**src/rtl/gpredict_pkg.sv**
```systemverilog
// Shared types, constants and the 2-bit saturating counter update for the
// global-history branch predictor controller.
package gpredict_pkg;

  localparam int              CNT_W        = 2;
  localparam logic [CNT_W-1:0] CNT_MIN      = 2'd0;
  localparam logic [CNT_W-1:0] CNT_MAX      = 2'd3;
  // Weakly not-taken: the value every BHT entry holds after the init sweep.
  localparam logic [CNT_W-1:0] BHT_INIT_VAL = 2'b01;
  // Width of the index field stored per in-flight branch; GHR_W must not exceed it.
  localparam int              IDX_W        = 4;

  typedef enum logic [1:0] {INIT, IDLE, UPD_RD, UPD_WR} state_t;

  typedef struct packed {
    logic [IDX_W-1:0] index;
    logic             pred;
  } q_entry_t;

  // Saturating 2-bit counter step: taken counts up to 3, not-taken down to 0.
  function automatic logic [CNT_W-1:0] sat_update(input logic [CNT_W-1:0] c,
                                                  input logic             taken);
    if (taken) return (c == CNT_MAX) ? c : c + CNT_W'(1);
    else       return (c == CNT_MIN) ? c : c - CNT_W'(1);
  endfunction

endpackage

```
**src/rtl/gpredict_inflight_q.sv**
```systemverilog
// In-order queue of in-flight branches. Pointers carry an extra wrap bit so
// full and empty are distinguishable; clear drops everything after the head pop.
module gpredict_inflight_q
  import gpredict_pkg::*;
#(
  parameter  int DEPTH = 4,
  localparam int AW    = $clog2(DEPTH)
)(
  input  logic          clk,
  input  logic          reset,
  input  logic          i_push,
  input  q_entry_t      i_push_data,
  input  logic          i_pop,
  input  logic          i_clr,
  output logic          o_full,
  output logic          o_empty,
  output q_entry_t      o_head,
  output logic [AW-1:0] o_wr_tag
);

  localparam logic [AW:0] PTR_ONE = (AW+1)'(1);

  logic [AW:0] r_rd, r_wr;
  logic [AW:0] w_rd_nxt;
  q_entry_t    r_mem [DEPTH];

  assign w_rd_nxt = i_pop ? r_rd + PTR_ONE : r_rd;
  assign o_empty  = (r_wr == r_rd);
  assign o_full   = (r_wr[AW] != r_rd[AW]) && (r_wr[AW-1:0] == r_rd[AW-1:0]);
  assign o_head   = r_mem[r_rd[AW-1:0]];
  assign o_wr_tag = r_wr[AW-1:0];

  // Pointer update; a clear collapses the write pointer onto the post-pop head.
  always_ff @(posedge clk) begin
    if (reset) begin
      r_rd <= '0;
      r_wr <= '0;
    end else begin
      r_rd <= w_rd_nxt;
      if (i_clr)       r_wr <= w_rd_nxt;
      else if (i_push) r_wr <= r_wr + PTR_ONE;
    end
  end

  // Entry storage; contents are only meaningful between the pointers.
  always_ff @(posedge clk) begin
    if (i_push) r_mem[r_wr[AW-1:0]] <= i_push_data;
  end

endmodule

```
**src/rtl/gpredict_ctrl.sv**
```systemverilog
// Global predictor controller: sweeps the BHT after reset, then arbitrates the
// single BHT port between predict lookups and two-cycle resolve updates,
// keeping speculative/committed history and flushing on mispredict.
module gpredict_ctrl
  import gpredict_pkg::*;
#(
  parameter  int               GHR_W      = IDX_W,
  parameter  int               DEPTH      = 4,
  parameter  logic [CNT_W-1:0] INIT_VAL   = BHT_INIT_VAL,
  parameter  bit               USE_PC_XOR = 1'b0,
  localparam int               AW         = $clog2(DEPTH)
)(
  input  logic             clk,
  input  logic             reset,
  input  logic             pred_req,
  input  logic [7:0]       pred_pc,
  output logic             pred_gnt,
  output logic             pred_valid,
  output logic             pred_taken,
  output logic [AW-1:0]    pred_tag,
  input  logic             res_valid,
  input  logic             res_taken,
  output logic             res_ready,
  output logic             flush,
  output logic             init_done,
  output logic [GHR_W-1:0] bht_idx,
  input  logic [CNT_W-1:0] bht_rdata,
  output logic             bht_we,
  output logic [CNT_W-1:0] bht_wdata
);

  state_t               r_state, w_state_nxt;
  logic [GHR_W-1:0]     r_sweep;
  logic                 r_init_done;
  logic [GHR_W-1:0]     r_spec_ghr, r_commit_ghr;
  logic [CNT_W-1:0]     r_cnt;
  logic                 r_res_taken;
  logic                 r_pred_valid, r_pred_taken;
  logic [AW-1:0]        r_pred_tag;

  logic [GHR_W-1:0]     w_lidx, w_head_idx, w_commit_nxt;
  logic [GHR_W-1:0]     w_bht_idx;
  logic [CNT_W-1:0]     w_bht_wdata;
  logic                 w_bht_we, w_gnt, w_res_ready, w_res_hs, w_pop, w_flush;
  logic                 w_q_full, w_q_empty;
  logic [AW-1:0]        w_wr_tag;
  q_entry_t             w_head, w_push_data;

  assign w_lidx       = USE_PC_XOR ? (r_spec_ghr ^ pred_pc[GHR_W-1:0]) : r_spec_ghr;
  assign w_head_idx   = GHR_W'(w_head.index);
  assign w_commit_nxt = {r_commit_ghr[GHR_W-2:0], r_res_taken};
  assign w_push_data  = '{index: IDX_W'(w_lidx), pred: bht_rdata[1]};

  gpredict_inflight_q #(.DEPTH(DEPTH)) u_q (
    .clk         (clk),
    .reset       (reset),
    .i_push      (w_gnt),
    .i_push_data (w_push_data),
    .i_pop       (w_pop),
    .i_clr       (w_flush),
    .o_full      (w_q_full),
    .o_empty     (w_q_empty),
    .o_head      (w_head),
    .o_wr_tag    (w_wr_tag)
  );

  // State register.
  always_ff @(posedge clk) begin
    if (reset) r_state <= INIT;
    else       r_state <= w_state_nxt;
  end

  // Next state and BHT port / handshake decode; everything is held low in reset.
  always_comb begin
    w_state_nxt = r_state;
    w_bht_idx   = '0;
    w_bht_we    = 1'b0;
    w_bht_wdata = '0;
    w_gnt       = 1'b0;
    w_res_ready = 1'b0;
    w_res_hs    = 1'b0;
    w_pop       = 1'b0;
    w_flush     = 1'b0;
    case (r_state)
      INIT: begin
        w_bht_we    = 1'b1;
        w_bht_idx   = r_sweep;
        w_bht_wdata = INIT_VAL;
        if (&r_sweep) w_state_nxt = IDLE;
      end
      IDLE: begin
        w_bht_idx   = w_lidx;
        w_res_ready = !w_q_empty;
        w_res_hs    = w_res_ready && res_valid;
        w_gnt       = pred_req && !w_q_full && !w_res_hs;
        if (w_res_hs) w_state_nxt = UPD_RD;
      end
      UPD_RD: begin
        w_bht_idx   = w_head_idx;
        w_state_nxt = UPD_WR;
      end
      UPD_WR: begin
        w_bht_idx   = w_head_idx;
        w_bht_we    = 1'b1;
        w_bht_wdata = sat_update(r_cnt, r_res_taken);
        w_pop       = 1'b1;
        w_flush     = (r_res_taken != w_head.pred);
        w_state_nxt = IDLE;
      end
      default: w_state_nxt = INIT;
    endcase
    if (reset) begin
      w_bht_idx   = '0;
      w_bht_we    = 1'b0;
      w_bht_wdata = '0;
      w_gnt       = 1'b0;
      w_res_ready = 1'b0;
      w_res_hs    = 1'b0;
      w_pop       = 1'b0;
      w_flush     = 1'b0;
    end
  end

  // Init sweep counter and the sticky init_done flag.
  always_ff @(posedge clk) begin
    if (reset) begin
      r_sweep     <= '0;
      r_init_done <= 1'b0;
    end else if (r_state == INIT) begin
      r_sweep <= r_sweep + GHR_W'(1);
      if (&r_sweep) r_init_done <= 1'b1;
    end
  end

  // History registers: speculative shifts on grant, repaired from commit on flush.
  always_ff @(posedge clk) begin
    if (reset) begin
      r_spec_ghr   <= '0;
      r_commit_ghr <= '0;
    end else if (r_state == UPD_WR) begin
      r_commit_ghr <= w_commit_nxt;
      if (w_flush) r_spec_ghr <= w_commit_nxt;
    end else if (w_gnt) begin
      r_spec_ghr <= {r_spec_ghr[GHR_W-2:0], bht_rdata[1]};
    end
  end

  // Resolve datapath: outcome captured at handshake, counter captured in UPD_RD.
  always_ff @(posedge clk) begin
    if (reset) begin
      r_res_taken <= 1'b0;
      r_cnt       <= '0;
    end else begin
      if (w_res_hs)            r_res_taken <= res_taken;
      if (r_state == UPD_RD)   r_cnt       <= bht_rdata;
    end
  end

  // Predict response, one cycle after the grant.
  always_ff @(posedge clk) begin
    if (reset) begin
      r_pred_valid <= 1'b0;
      r_pred_taken <= 1'b0;
      r_pred_tag   <= '0;
    end else begin
      r_pred_valid <= w_gnt;
      if (w_gnt) begin
        r_pred_taken <= bht_rdata[1];
        r_pred_tag   <= w_wr_tag;
      end
    end
  end

  assign pred_gnt   = w_gnt;
  assign pred_valid = r_pred_valid;
  assign pred_taken = r_pred_taken;
  assign pred_tag   = r_pred_tag;
  assign res_ready  = w_res_ready;
  assign flush      = w_flush;
  assign init_done  = r_init_done;
  assign bht_idx    = w_bht_idx;
  assign bht_we     = w_bht_we;
  assign bht_wdata  = w_bht_wdata;

endmodule

```
**config.mk**
```make
export PLATFORM = sky130hd
export DESIGN_NAME = gpredict_ctrl
export DESIGN_NICKNAME = d
export VERILOG_FILES = /design/src/rtl/gpredict_pkg.sv /design/src/rtl/gpredict_inflight_q.sv /design/src/rtl/gpredict_ctrl.sv
export SDC_FILE = /design/constraint.sdc
export NUM_CORES = 1
export LEC_CHECK = 0
export BUFFER_PORTS_ARGS = -buffer_cell sky130_fd_sc_hd__buf_2
export CAP_MARGIN = 20
export CELL_PAD_IN_SITES_DETAIL_PLACEMENT = 1
export CELL_PAD_IN_SITES_GLOBAL_PLACEMENT = 1
export CORE_MARGIN = 2
export CORE_UTILIZATION = 49
export CTS_CLUSTER_DIAMETER = 50
export CTS_CLUSTER_SIZE = 40
export DETAILED_ROUTE_END_ITERATION = 12
export PLACE_DENSITY_LB_ADDON = 0.1
export SYNTH_ARGS = -nofsm -noshare
export SYNTH_HDL_FRONTEND = slang
export SYNTH_SLANG_ARGS = --single-unit
```
**constraint.sdc**
```tcl
create_clock -name clk -period 5.6 [get_ports clk]
set_input_delay 1.12 -clock clk [delete_from_list [all_inputs] [get_ports clk]]
set_output_delay 1.12 -clock clk [all_outputs]
set_load 0.005 [all_outputs]
```
==> impl_metrics.json <==
{
  "first_iter_violations": 61,
  "dieHeight_um": 72.08,
  "tightest_slew_ns": 0.8266,
  "synth_edf_count": 20,
  "finalSetupViolations": 0,
  "grt_max_degree": 29,
  "drv_cap": 0,
  "syn-num-nets": 218,
  "synth_top_area_frac": 0.2645,
  "tns_ns": 0,
  "grt_pass1_vias": 1571,
  "die_w_um": 72.08,
  "period_share": 0.6487,
  "period_needed_ns": 3.633,
  "critPathMaxFanout": 28,
  "insertion_delay_ns": 0.30,
  "htreeDepth": 2,
  "synth_area_leaders": "edfxtp_1 26%, dfxtp_1 24%, mux2i_1 6.6%",
  "place_hpwl_um": 3552,
  "crit_top_cell": "buf_2",
  "nFillCells": 467,
  "finalMaxSlewViolations": 0,
  "synth.largest_area_cell": "edfxtp_1",
  "viasPerCell": 5.691,
  "p_total_uw": 820.8,
  "cts_inserted_buffers": 5,
  "postSynthAreaPerCell_um2": 11.77,
  "firstDrtPassIters": 4,
  "clk_path_buf_depth": 2,
  "yosysSeqAreaShare": 0.5025,
  "syn_area_mm2": 0.002271,
  "cts_sinks": 47,
  "syn_to_final_growth_pct": 7.658,
  "crit_type": "input port to output pin",
  "synthCells": 193,
  "cts_tree": "yes",
  "cts_resized": 0,
  "pwr_density_cell_mw_per_mm2": 335.7,
  "hold_class": "flip-flop to flip-flop",
  "synthDistinctLibCells": 36,
  "fmax_ghz": 0.2753,
  "avgRoutedWirePerCell_um": 18.67,
  "clk_pin_slew_ns": 0.09,
  "hold_viol_final": 0,
  "worst_path_largest_cell_delay_ns": 0.43,
  "pin_count": 30,
  "rsz0062_at_grt": "false",
  "layout-drive-gt1-share": 0.1857,
  "overflow": 0,
  "cp-end-kind": "output pin",
  "cts_setup_buffers": 0,
  "p_leak_uw": 0.0009760,
  "async_flop_share": 0,
  "postCtsHoldBufs": 0,
  "crit_slowest_cell": "buf_2",
  "worstPathArrival_ns": 2.51,
  "multi_input_area_um2": 984.7,
  "num_rows": 24,
  "crit_chain": "buf_2, inv_1, nand3_1, a21o_1, inv_2, buf_2",
  "fin_worst_skew_ns": 0.008179,
  "numPortBuffers": 21,
  "max_slew_margin": 0.4490,
  "ys.flop_type": "dfxtp_1",
  "grt_pass1_wl_um": 8073,
  "yosys_warnings": 0,
  "start_util": 0.5145,
  "place.gp.congestion": 0.7408,
  "worstPathRequired_ns": 4.48,
  "ant_nets": 0,
  "drc": 0,
  "register_area_mm2": 0.001141,
  "wirelength_um": 4891,
  "dieArea_mm2": 0.005195,
  "grt_use_total": 0.2058,
  "outcome": "finished clean",
  "clock-root-buffer": "clkbuf_8",
  "crit_path_start_kind": "input port",
  "antenna_found_initial": 0,
  "coreArea_mm2": 0.004414,
  "routed-via-count": 1491,
  "layout.nets": 234,
  "ys_ff_latch": 47,
  "max-vdd-ir-drop_v": 0.0001702,
  "diodes": 0
}
power by group:
part | internal [uW] | switching (uW) | total [uW]
Combinational | 71.0 | 94.7 | 166
Clock | 133 | 118 | 251
Sequential | 380 | 24.7 | 404
layout by cell type (no fill, tap or decap), types with 2 or more instances in the layout:
cell type	count
a21o_1	2
clkbuf_8	5
mux4_1	4
nor2_1	20
and2_1	4
mux2i_1	15
buf_2	21
a31oi_1	2
nand2_1	10
ha_1	10
inv_1	9
o31ai_1	6
a221o_1	3
nor3_1	2
or2_2	2
o21ai_0	5
a21oi_1	7
xnor2_1	4
a221oi_1	2
xor2_1	7
and3_1	3
a21oi_2	4
edfxtp_1	20
maj3_1	2
dfxtp_1	27
nand3_1	2
synth_stat cells, types with 5 or more instances:
cell / instances
o21ai_0: 5
nand2_1: 10
dfxtp_1: 27
edfxtp_1: 20
nor2_1: 20
a21oi_1: 7
clkbuf_1: 5
xor2_1: 7
mux2i_1: 15
ha_1: 10
inv_1: 9
o31ai_1: 6
critical path: cells and delay by family:
family / cells / cell delay (ns)
AOI/OAI and AO/OA: 1 / 0.20
buffers and inverters: 4 / 1.03
and+or+nand+nor: 1 / 0.17
final timing paths:
kind / start / endpoint / slack [ns] / depth (start not counted)
max: reset / pred_gnt / 1.97 / 6
min: pred_taken / pred_taken / 0.46 / 2
max reg2reg: u_q.r_rd[0] / u_q.r_mem[2][2] / 3.27 / 5
min reg2reg: pred_taken / pred_taken / 0.46 / 2
through the flow:
step / util / instance area, um2 / hold WS [ns] / setup slack, ns / instances
3_5_place_dp: 0.5286 / 2333 / 0.4507 / 1.977 / 254
6_report: 0.5539 / 2445 / 0.4622 / 1.967 / 262
2_1_floorplan: - / 2271 / 0.4499 / 2.580 / 193
3_3_place_gp: 0.5286 / 2333 / 0.4433 / 2.065 / 254
4_1_cts: 0.5539 / 2445 / 0.4650 / 1.989 / 262
5_1_grt: 0.5539 / 2445 / 0.4881 / 1.820 / 262
metal layers:
metal	up-vias	wire (um)	GRT usage
met3	2	180	0.04167
li1	721	-	-
met1	743	2170	0.2604
met2	25	2509	0.3578
met5	-	0	0
met4	0	30	0.05660
flip-flops by register name (all words and copies together), names as in the netlist:
signal / cells
pred_valid: 1
r_commit_ghr: 3
u_q.r_rd: 3
pred_tag: 2
pred_taken: 1
r_spec_ghr: 4
r_state: 2
u_q.r_wr: 3
u_q.r_mem: 20
init_done: 1
r_cnt: 2
r_res_taken: 1
r_sweep: 4
layout make-up:
class	instances	area share
Multi-Input combinational cell	124	0.4028
Tap cell	52	0.02661
Clock buffer	5	0.02815
Sequential cell	47	0.4667
Inverter	10	0.01535
Clock inverter	3	0.01740
Timing Repair Buffer	21	0.04299
kinds of logic after synthesis:
family / share of synthesized area
AOI/OAI and AO/OA: 0.1052
xor gates and xnor gates: 0.04242
adders and majority gates: 0.06391
buffers and inverters: 0.06391
DFF: 0.5025
muxes: 0.1223
and+or+nand+nor: 0.09973
(Power assumes the default switching activity.)
